<file path="src/rtl/mem_arbiter.sv">
// mem_arbiter: shares one byte-wide RAM port between instruction fetch and
// the load/store unit. Each 32-bit fetch or sized load/store is split into
// byte accesses. Read bytes are reassembled little-endian.
// Optional build macro MEM_ARB_FAIR_EN: when both requesters are waiting,
// grants alternate so that fetch cannot be starved. Without it, load/store
// always has strict priority.
module mem_arbiter #(
    parameter int ADDR_W = 32
) (
    input  logic              clk,
    input  logic              rst,
    input  logic              if_req,
    input  logic [ADDR_W-1:0] if_addr,
    input  logic              if_flush,
    output logic              if_ok,
    output logic [31:0]       if_data,
    input  logic              ls_req,
    input  logic              ls_we,
    input  logic [1:0]        ls_size,
    input  logic [ADDR_W-1:0] ls_addr,
    input  logic [31:0]       ls_wdata,
    output logic              ls_ok,
    output logic [31:0]       ls_rdata,
    input  logic [7:0]        ram_din,
    output logic [7:0]        ram_dout,
    output logic [ADDR_W-1:0] ram_a,
    output logic              ram_wr,
    output logic              busy
);

    localparam logic [1:0] IDLE = 2'd0;
    localparam logic [1:0] RD   = 2'd1;
    localparam logic [1:0] WR   = 2'd2;
    localparam logic [1:0] DONE = 2'd3;

    // Transaction captured at grant; request inputs are not looked at again.
    typedef struct packed {
        logic              own_ls;
        logic [ADDR_W-1:0] base;
        logic [2:0]        n;
        logic [31:0]       wdata;
    } txn_t;

    logic [1:0]  state;
    txn_t        txn;
    logic [2:0]  k;         // bytes issued so far
    logic [31:0] rbuf;      // read assembly buffer
    logic [31:0] rbuf_nxt;
    logic [1:0]  cap_idx;   // byte lane that ram_din belongs to this cycle
    logic        any_req;
    logic        gnt_ls;
    logic [2:0]  ls_n;

    assign any_req = if_req | ls_req;
    assign ls_n    = (ls_size == 2'd0) ? 3'd1 : (ls_size == 2'd1) ? 3'd2 : 3'd4;
    // ram_din answers the address issued one cycle earlier, i.e. byte k-1.
    assign cap_idx = k[1:0] - 2'd1;

`ifdef MEM_ARB_FAIR_EN
    logic last_ls;

    // Remember who won the last grant so a contended grant can go to fetch.
    always_ff @(posedge clk) begin
        if (rst)
            last_ls <= 1'b0;
        else if (state == IDLE && any_req)
            last_ls <= gnt_ls;
    end

    assign gnt_ls = ls_req & ~(if_req & last_ls);
`else
    assign gnt_ls = ls_req;
`endif

    // Merge the returning RAM byte into its lane of the assembly buffer.
    always_comb begin
        rbuf_nxt = rbuf;
        rbuf_nxt[{cap_idx, 3'b000} +: 8] = ram_din;
    end

    // Main sequencer: grant, byte-serial read/write, one-cycle completion.
    always_ff @(posedge clk) begin
        if (rst) begin
            state    <= IDLE;
            txn      <= '0;
            k        <= '0;
            rbuf     <= '0;
            if_data  <= '0;
            ls_rdata <= '0;
        end else begin
            case (state)
                IDLE: begin
                    if (any_req) begin
                        txn.own_ls <= gnt_ls;
                        txn.base   <= gnt_ls ? ls_addr : if_addr;
                        txn.n      <= gnt_ls ? ls_n : 3'd4;
                        txn.wdata  <= ls_wdata;
                        k          <= '0;
                        rbuf       <= '0;
                        state      <= (gnt_ls && ls_we) ? WR : RD;
                    end
                end
                RD: begin
                    if (!txn.own_ls && if_flush) begin
                        state <= IDLE;
                    end else begin
                        if (k != 3'd0)
                            rbuf <= rbuf_nxt;
                        if (k == txn.n) begin
                            state <= DONE;
                            if (txn.own_ls)
                                ls_rdata <= rbuf_nxt;
                            else
                                if_data <= rbuf_nxt;
                        end else begin
                            k <= k + 3'd1;
                        end
                    end
                end
                WR: begin
                    if (k == txn.n - 3'd1)
                        state <= DONE;
                    k <= k + 3'd1;
                end
                default: state <= IDLE;
            endcase
        end
    end

    // RAM port drive; quiet outside active RD/WR byte cycles.
    always_comb begin
        ram_a    = '0;
        ram_wr   = 1'b0;
        ram_dout = '0;
        if (state == WR) begin
            ram_wr   = 1'b1;
            ram_a    = txn.base + ADDR_W'(k);
            ram_dout = txn.wdata[{k[1:0], 3'b000} +: 8];
        end else if (state == RD && k != txn.n) begin
            ram_a = txn.base + ADDR_W'(k);
        end
    end

    assign if_ok = (state == DONE) & ~txn.own_ls;
    assign ls_ok = (state == DONE) & txn.own_ls;
    assign busy  = (state != IDLE);

endmodule

</file>
<file path="config.mk">
export PLATFORM = sky130hd
export DESIGN_NAME = mem_arbiter
export DESIGN_NICKNAME = d
export VERILOG_FILES = /design/src/rtl/mem_arbiter.sv
export SDC_FILE = /design/constraint.sdc
export NUM_CORES = 1
export LEC_CHECK = 0
export BUFFER_PORTS_ARGS = -buffer_cell sky130_fd_sc_hd__buf_2
export CAP_MARGIN = 20
export CORE_MARGIN = 1.5
export CORE_UTILIZATION = 40
export DETAILED_ROUTE_END_ITERATION = 16
export PLACE_DENSITY = 0.63
export SLEW_MARGIN = 20
export SYNTH_ARGS = -nofsm -noshare
export SYNTH_HDL_FRONTEND = slang
export SYNTH_SLANG_ARGS = --single-unit
export TNS_END_PERCENT = 5
</file>
<file path="constraint.sdc">
create_clock -name clk -period 3.1 [get_ports clk]
set_input_delay 0.62 -clock clk [delete_from_list [all_inputs] [get_ports clk]]
set_output_delay 0.62 -clock clk [all_outputs]
set_load 0.02 [all_outputs]
</file>
==> results of run 1 <==
[final timing paths]
kind,endpoint,slack [ns]
max,ram_a[27],0.08
min,txn[8],0.41
max reg2reg,rbuf[2],0.47
min reg2reg,txn[30],0.45
[cell usage after synthesis, types with 2 or more instances]
cell / count
a21oi_1: 124
a211oi_1: 70
o31ai_1: 11
a211o_1: 3
a211oi_2: 28
dfxtp_1: 169
and4_1: 6
xnor2_1: 4
nand4_1: 11
nor3b_1: 2
o21ai_0: 9
and3_1: 3
o31a_1: 2
buf_6: 6
inv_1: 12
xor2_1: 7
buf_4: 4
mux4_2: 8
ha_1: 15
or2_2: 5
or3_1: 7
nand2b_1: 3
nor4_1: 4
nor2b_1: 40
nor2_1: 112
buf_1: 9
and2_1: 10
nand2_1: 80
nor4_4: 3
clkbuf_1: 45
mux2i_1: 34
nand3_1: 42
xor2_2: 2
or2_0: 28
buf_2: 11
nor4bb_1: 2
or4_1: 13
[cells by family (layout without fill, tap and decap cells)]
family / Yosys count / in the layout / share of synthesized area [%]
buf+inv: 87 / 288 / 4.78
mux: 44 / 44 / 6.49
other cells: 0 / 1 / 0
compound gates: 257 / 259 / 21.0
xor+xnor: 14 / 14 / 1.87
fa+ha+maj: 16 / 16 / 2.48
simple gates: 375 / 375 / 22.9
flops: 169 / 169 / 40.4
[routing by layer]
metal | routed length [µm] | GRT usage, %
met5 | 10 | 0
met2 | 10200 | 32.4
met3 | 1140 | 4.29
met1 | 10200 | 26.7
met4 | 437 | 7.00
[final cells by class]
cell class | instances | area (µm²) | share of cell area (%)
multi-input cells | 708 | 4710 | 45.1
clock buffers | 17 | 425 | 4.08
repair buffers | 244 | 1330 | 12.7
diodes | 1 | 2.50 | 0.0240
clock inverters | 15 | 204 | 1.95
inverters | 12 | 45.0 | 0.432
flip-flops and latches | 169 | 3390 | 32.4
well taps | 270 | 338 | 3.24
[registers in the layout (all words and copies together) (netlist names)]
register	cells
if_data	32
rbuf	32
state	2
txn	68
k	3
ls_rdata	32
[worst register-to-register path: cells and delay by family (launching register included)]
family | cells | cell delay [ns]
fa+ha+maj | 1 | 0.35
simple gates | 3 | 0.96
buf+inv | 3 | 0.73
flops | 1 | 0.38
compound gates | 1 | 0.14
[placed cells by master (no fill, tap or decap), drive strengths merged, types with 8 or more instances in the layout]
| cell type | count |
|---|---|
| buf | 244 |
| dfxtp | 169 |
| a21oi | 124 |
| nor2 | 112 |
| a211oi | 98 |
| nand2 | 80 |
| nand3 | 43 |
| nor2b | 40 |
| mux2i | 34 |
| or2 | 33 |
| inv | 18 |
| clkbuf | 17 |
| ha | 15 |
| or4 | 13 |
| nand4 | 11 |
| o31ai | 11 |
| and2 | 10 |
| o21ai | 10 |
| xor2 | 10 |
| mux4 | 8 |
[power by group]
part | internal, mW | switching [mW]
Combinational | 1.03 | 1.76
Sequential | 2.58 | 0.351
Clock | 1.24 | 1.01
Total | 4.85 | 3.12
[per-stage QoR]
| step | setup WS, ns | hold WS, ns |
|---|---|---|
| after CTS | -0.101 | 0.401 |
| final | 0.0750 | 0.414 |
| after global placement | 0.311 | 0.441 |
| after detailed placement | 0.288 | 0.445 |
| after global routing | -0.0389 | 0.414 |
| after floorplan | 0.332 | 0.433 |
[repair_timing]
item,4_1_cts,5_1_grt
endpoints found under the setup margin,16,27
buffers inserted,0,3
cloned,0,2
gates resized for setup,4,18
pin swaps,0,5
endpoints found under the hold margin,0,0
==> key figures, run 1 <==
Yosys
  • Sequential area share after synthesis: ~40%
  • Synthesis-stage register bit count: approximately 170
  • Post-synth net total: approximately 1100
  • Top cell type's share of synthesized area: 40.4%
  • Most used DFF post-synth: dfxtp_1
  • Yosys Warn Count: 0
  • Area leader, netlist: dfxtp_1
  • Synth Area per Inst: 8.70 µm²
  • Number of synthesized flops with an enable pin: 0
  • Count of cell types in the netlist: 55
  • Syn Inst Count: between 900 and 1000
  • Area contributors post-synth: dfxtp_1 (40%), a21oi_1 (7.4%), a211oi_1 (6.3%)
  • FFs w/ async S/R, synth: 0%
  • Netlist Area Pre-Place: approximately 8400 µm²

Placement
  • DP Wirelength: 15.1 mm
  • Placed instance count: about 1400
  • PortBufs: 219
  • Post-DP Area: between 9000 and 10000 µm²
  • Routability cong.: between 0.8 and 0.9

STA
  • Final period utilization: between 90% and 100%
  • RSZ-0062 raised after global routing: yes
  • Slew margin rel.: around 50%
  • Final min period: between 3 and 4 ns
  • F_max: between 300 and 400 MHz
  • Final setup fails: 0
  • Worst-margin pin slew: about 0.74 ns
  • Clock skew: around 0.0092 ns
  • Final Hold Violating Endpoints: 0
  • Setup TNS: 0 ns
  • Max-slew violations: 0

Critical path
  • Worst Setup SP: txn[36]
  • Setup CP Type: reg -> out
  • Slowest CP cell: or4_1
  • R2R Path Start: k[1]
  • Endpoint type of the worst setup path: output port
  • Critical path cell sequence: ha_1, nand3_4, a211o_4, or4_1, a21oi_1, buf_4
  • Crit-path max cell delay: between 0.4 and 0.5 ns
  • CP delay by family, top: simple AND/OR/NAND/NOR gates
  • Instance count on the critical path: 6
  • Startpoint class of the critical path: flip-flop
  • Crit path buf inv count: 1
  • Register-to-Register Path Depth: 8
  • Max Fanout on Critical Path: 6
  • Critical Path RT: 2.48 ns
  • Crit path DAT: around 2.4 ns

Clock tree
  • Num CTS Buffers: 17
  • Register clock-pin slew on the reported worst setup and hold paths: about 0.080 ns
  • Hold buffer count at cts: 0
  • H-tree Lvls: 4
  • CTS tree: yes
  • Root Buffer Master: clkbuf_16
  • Clock buffer depth: 2
  • CTS Sinks: approximately 170
  • Latest clock arrival within the worst-skew pair: roughly 0.43 ns

Cells and area
  • Fin area: 10400 µm²
  • Post-layout util: 51.2%
  • Non-Filler Instances: roughly 1400
  • Area Overhead vs Synth: 24.7%
  • Nets: between 1000 and 1500
  • Fill cells: around 2000
  • Ratio of cells with drive above 1 in the final layout: 29.5%

Floorplanning
  • Top-Level Pins: 220
  • Core Rows: 52
  • Core area: a little over 20000 µm²
  • Initial Utilization: roughly two fifths
  • Die span in x: roughly 150 µm
  • Die Height: 148 µm
  • Die ar.: about 22000 µm²

Routing
  • Drt via density: around 5.2
  • WL final: ~22 mm
  • DRC: 0
  • Routed vias: 7537
  • 1st-iter DRT viols: about 500
  • Post-DR wirelength/cell: around 15 µm
  • Detail Route Antenna Nets: 0
  • Drt pass-1 iters: 5

Global routing
  • Total GRT Usage: 20.1%
  • Initial antenna violation count: 3
  • Vias in the first global route: roughly 7000
  • First-pass GRT wire length: around 36 mm
  • Largest net degree at the start of global routing: 91
  • Grt total ovfl: 0

Hold path
  • Worst Hold Class: in -> reg
  • Hold depth: 3
  • Hold_sp: ls_wdata[8]

Run status
  • Status: finished, final reports clean

Power and ir drop
  • IR drop worst, VDD: roughly 0.42 mV
  • Lkg Pwr: between 4 and 5 nW
  • Pwr dens: ~760 nW/µm²
  • Total Power: around 8.0 mW

Job
  • Max_cap viols: 0
No activity file was read; power rests on OpenSTA's default activity.
==> run 2: changes to the inputs <==
==> constraint.sdc (replaced) <==
create_clock -name clk -period 3.3 [get_ports clk]
set_input_delay 0.66 -clock clk [delete_from_list [all_inputs] [get_ports clk]]
set_output_delay 0.66 -clock clk [all_outputs]
set_load 0.02 [all_outputs]
==> key figures, run 2 (synthesis gave the netlist of run 1 again) <==
Cells and area
  • Area Overhead vs Synth: 23.3%
  • Ratio of cells with drive above 1 in the final layout: 28.6% (-0.88 points)
  • Most frequent cells in the layout: buf_2 (218), dfxtp_1 (168), a21oi_1 (124)
  • Non-Filler Instances: 1430 (-0.42%)
  • Nets: 1274 (-0.47%)
  • Most common cell after layout, fill and taps aside: buf_2
  • Top reg by flops: txn
  • Max reg flops: 68 (unchanged)
  • Post-layout util: 50.7% (-0.54 points)

Clock tree
  • Register clock-pin slew on the reported worst setup and hold paths: 0.06 ns (-0.02 ns)
  • Num CTS Buffers: 17 (unchanged)
  • CTS Sinks: 169 (unchanged)
  • Root Buffer Master: clkbuf_16
  • CTS tree: yes
  • Hold buffer count at cts: 0 (unchanged)
  • Latest clock arrival within the worst-skew pair: 0.43 ns (about the same)
  • H-tree Lvls: 4 (unchanged)
  • Clock buffer depth: 2 (unchanged)

Run status
  • Status: finished, final reports clean

STA
  • Final min period: between 3 and 4 ns
  • Hold slack: 0.453 ns (+0.0384 ns)
  • Worst-margin pin slew: 0.851 ns (+0.107 ns)
  • Final Hold Violating Endpoints: 0 (unchanged)
  • Final setup fails: 0 (unchanged)
  • Clock skew: 0.0118 ns (+0.00258 ns)
  • Max-slew violations: 0 (unchanged)
  • Final period utilization: approximately 96%
  • Slew margin rel.: 43.1% (-7.3 points)
  • F_max: 316 MHz
  • RSZ-0062 raised after global routing: yes

Routing
  • 1st-iter DRT viols: 405 (-21%)
  • Drt via density: 5.18 (-1.3%)
  • Post-DR wirelength/cell: 15.0 µm (-2.4%)
  • Routed vias: 7406 (-1.7%)
  • Drt pass-1 iters: 4 (-1)
  • WL final: 21.4 mm (-2.8%)
  • Detail Route Antenna Nets: 0 (unchanged)
  • DRC: 0 (unchanged)

Floorplanning
  • Core area: 20400 µm² (unchanged)
  • Core Rows: 52 (unchanged)
  • Die span in x: 148 µm (unchanged)
  • Die Height: 148 µm (unchanged)
  • Top-Level Pins: 220 (unchanged)
  • Initial Utilization: 41.1% (unchanged)
  • Die ar.: 21800 µm² (unchanged)

Global routing
  • Vias in the first global route: 6775 (-2.5%)
  • Largest net degree at the start of global routing: 94 (+3.3%)
  • Total GRT Usage: 19.8% (-0.32 points)
  • Grt total ovfl: 0 (unchanged)
  • Initial antenna violation count: 0 (-3)
  • First-pass GRT wire length: 34.8 mm (-2.3%)

Power and ir drop
  • Clock power share: 28.1% (about the same)
  • Lkg Pwr: 4.12 nW (-0.57%)
  • Logic pwr share: 34.7% (-0.3 points)
  • Total Power: 7.37 mW (-7.4%)
  • Net Sw Power: 2.83 mW (-9.3%)
  • IR drop worst, VDD: 0.374 mV (-10%)
  • Net Sw Frac: 38.4% (-0.78 points)
  • Pwr dens: 714 nW/µm² (-6.4%)
  • Sequential share of power: 37.2% (+0.4 points)
  • Internal power: 4.55 mW (-6.3%)

Placement
  • DP Wirelength: 14.9 mm (-1.2%)
  • Routability cong.: 0.801 (-3.9%)
  • Placed instance count: 1395 (-0.21%)
  • PortBufs: 219 (unchanged)

Critical path
  • Setup CP Type: reg -> out
  • Crit path DAT: 2.51 ns (+0.11 ns)
  • Reg2reg end: rbuf[31]
  • Reg2Reg Setup Slack: 0.61 ns (+0.14 ns)
  • Crit path capture: ram_a[27]
  • CP delay by family, top: simple AND/OR/NAND/NOR gates
  • Critical Path RT: 2.64 ns (+0.16 ns)
  • Startpoint class of the critical path: flip-flop
  • Endpoint type of the worst setup path: output port
  • Worst Setup SP: k[2]
  • Crit-path max cell delay: 0.48 ns (about the same)
  • R2R Path Start: k[1]
  • Register-to-Register Path Depth: 7 (-1)
  • Crit path buf inv count: 1 (unchanged)
  • Max Fanout on Critical Path: 14 (+8)
  • Instance count on the critical path: 6 (unchanged)
  • Slowest CP cell: or4_1
  • Critical path cell sequence: ha_4, nand3_1, a211o_4, or4_1, a21oi_1, buf_2

Job
  • Max_cap viols: 0 (unchanged)

Hold path
  • Worst Hold Class: reg -> reg
==> run 2: cell types whose count changed in the layout (fill, tap and decap cells not counted), moves of 2 or more <==
cell,before,now
clkinv_8,3,1
clkbuf_8,0,2
buf_2,214,218
buf_4,26,18
clkinv_4,4,2
a211o_2,2,0
==> run 2: cell type report <==
class / count / area (µm²)
Multi-Input combinational cell: 706 / 4640
Clock inverter: 12 / 156
Sequential cell: 169 / 3380
Timing Repair Buffer: 240 / 1300
Tap cell: 270 / 338
Clock buffer: 20 / 457
Inverter: 12 / 45.0
Antenna cell: 1 / 2.50
Fill cell: 1970 / 10000
==> run 2: worst min-delay path by stage <==
stage / startpoint / endpoint / cells after the start
after floorplan: txn[16] / txn[16] / 2
after detailed placement: txn[18] / txn[18] / 2
after global placement: txn[7] / txn[7] / 2
after CTS: ls_wdata[18] / txn[18] / 3
after global routing: ls_wdata[18] / txn[18] / 3
final: txn[13] / txn[13] / 2
==> run 2: power by group through the flow <==
| stage | Clock (mW) | Combinational, mW | Sequential, mW |
|---|---|---|---|
| after floorplan | 0 | 1.70 | 2.86 |
| after global placement | 0 | 2.55 | 2.77 |
| after detailed placement | 0 | 2.58 | 2.78 |
| after CTS | 2.13 | 2.59 | 2.74 |
| after global routing | 2.20 | 2.84 | 2.80 |
| final | 2.07 | 2.56 | 2.75 |
==> run 2: worst min-delay path: stages, from the launching register on <==
cell and delay [ns]:
dfxtp_1 0.31, nand2_1 0.05, a21oi_1 0.05
==> run 2: metal layers <==
layer	global-route usage [%]	share of wire, %
met3	4.26	5.3
met1	26.3	46
met2	32.5	47
met5	0	0
met4	5.60	1.4
==> run 2: per-stage QoR <==
stage | setup TNS, ns | worst slack [ns] | area [µm²]
2_1_floorplan | 0 | 0.492 | 8370
3_3_place_gp | 0 | 0.393 | 9660
3_5_place_dp | 0 | 0.369 | 9660
4_1_cts | 0 | 0.0336 | 10300
5_1_grt | -0.0625 | -0.0419 | 10300
6_report | 0 | 0.131 | 10300
==> run 2: timing repair <==
action,in CTS,in global routing
setup buffers,0,2
resized for setup,4,4
setup endpoints to repair,10,12
hold endpoints to repair,0,0
pin swaps,1,1
gates cloned,0,0
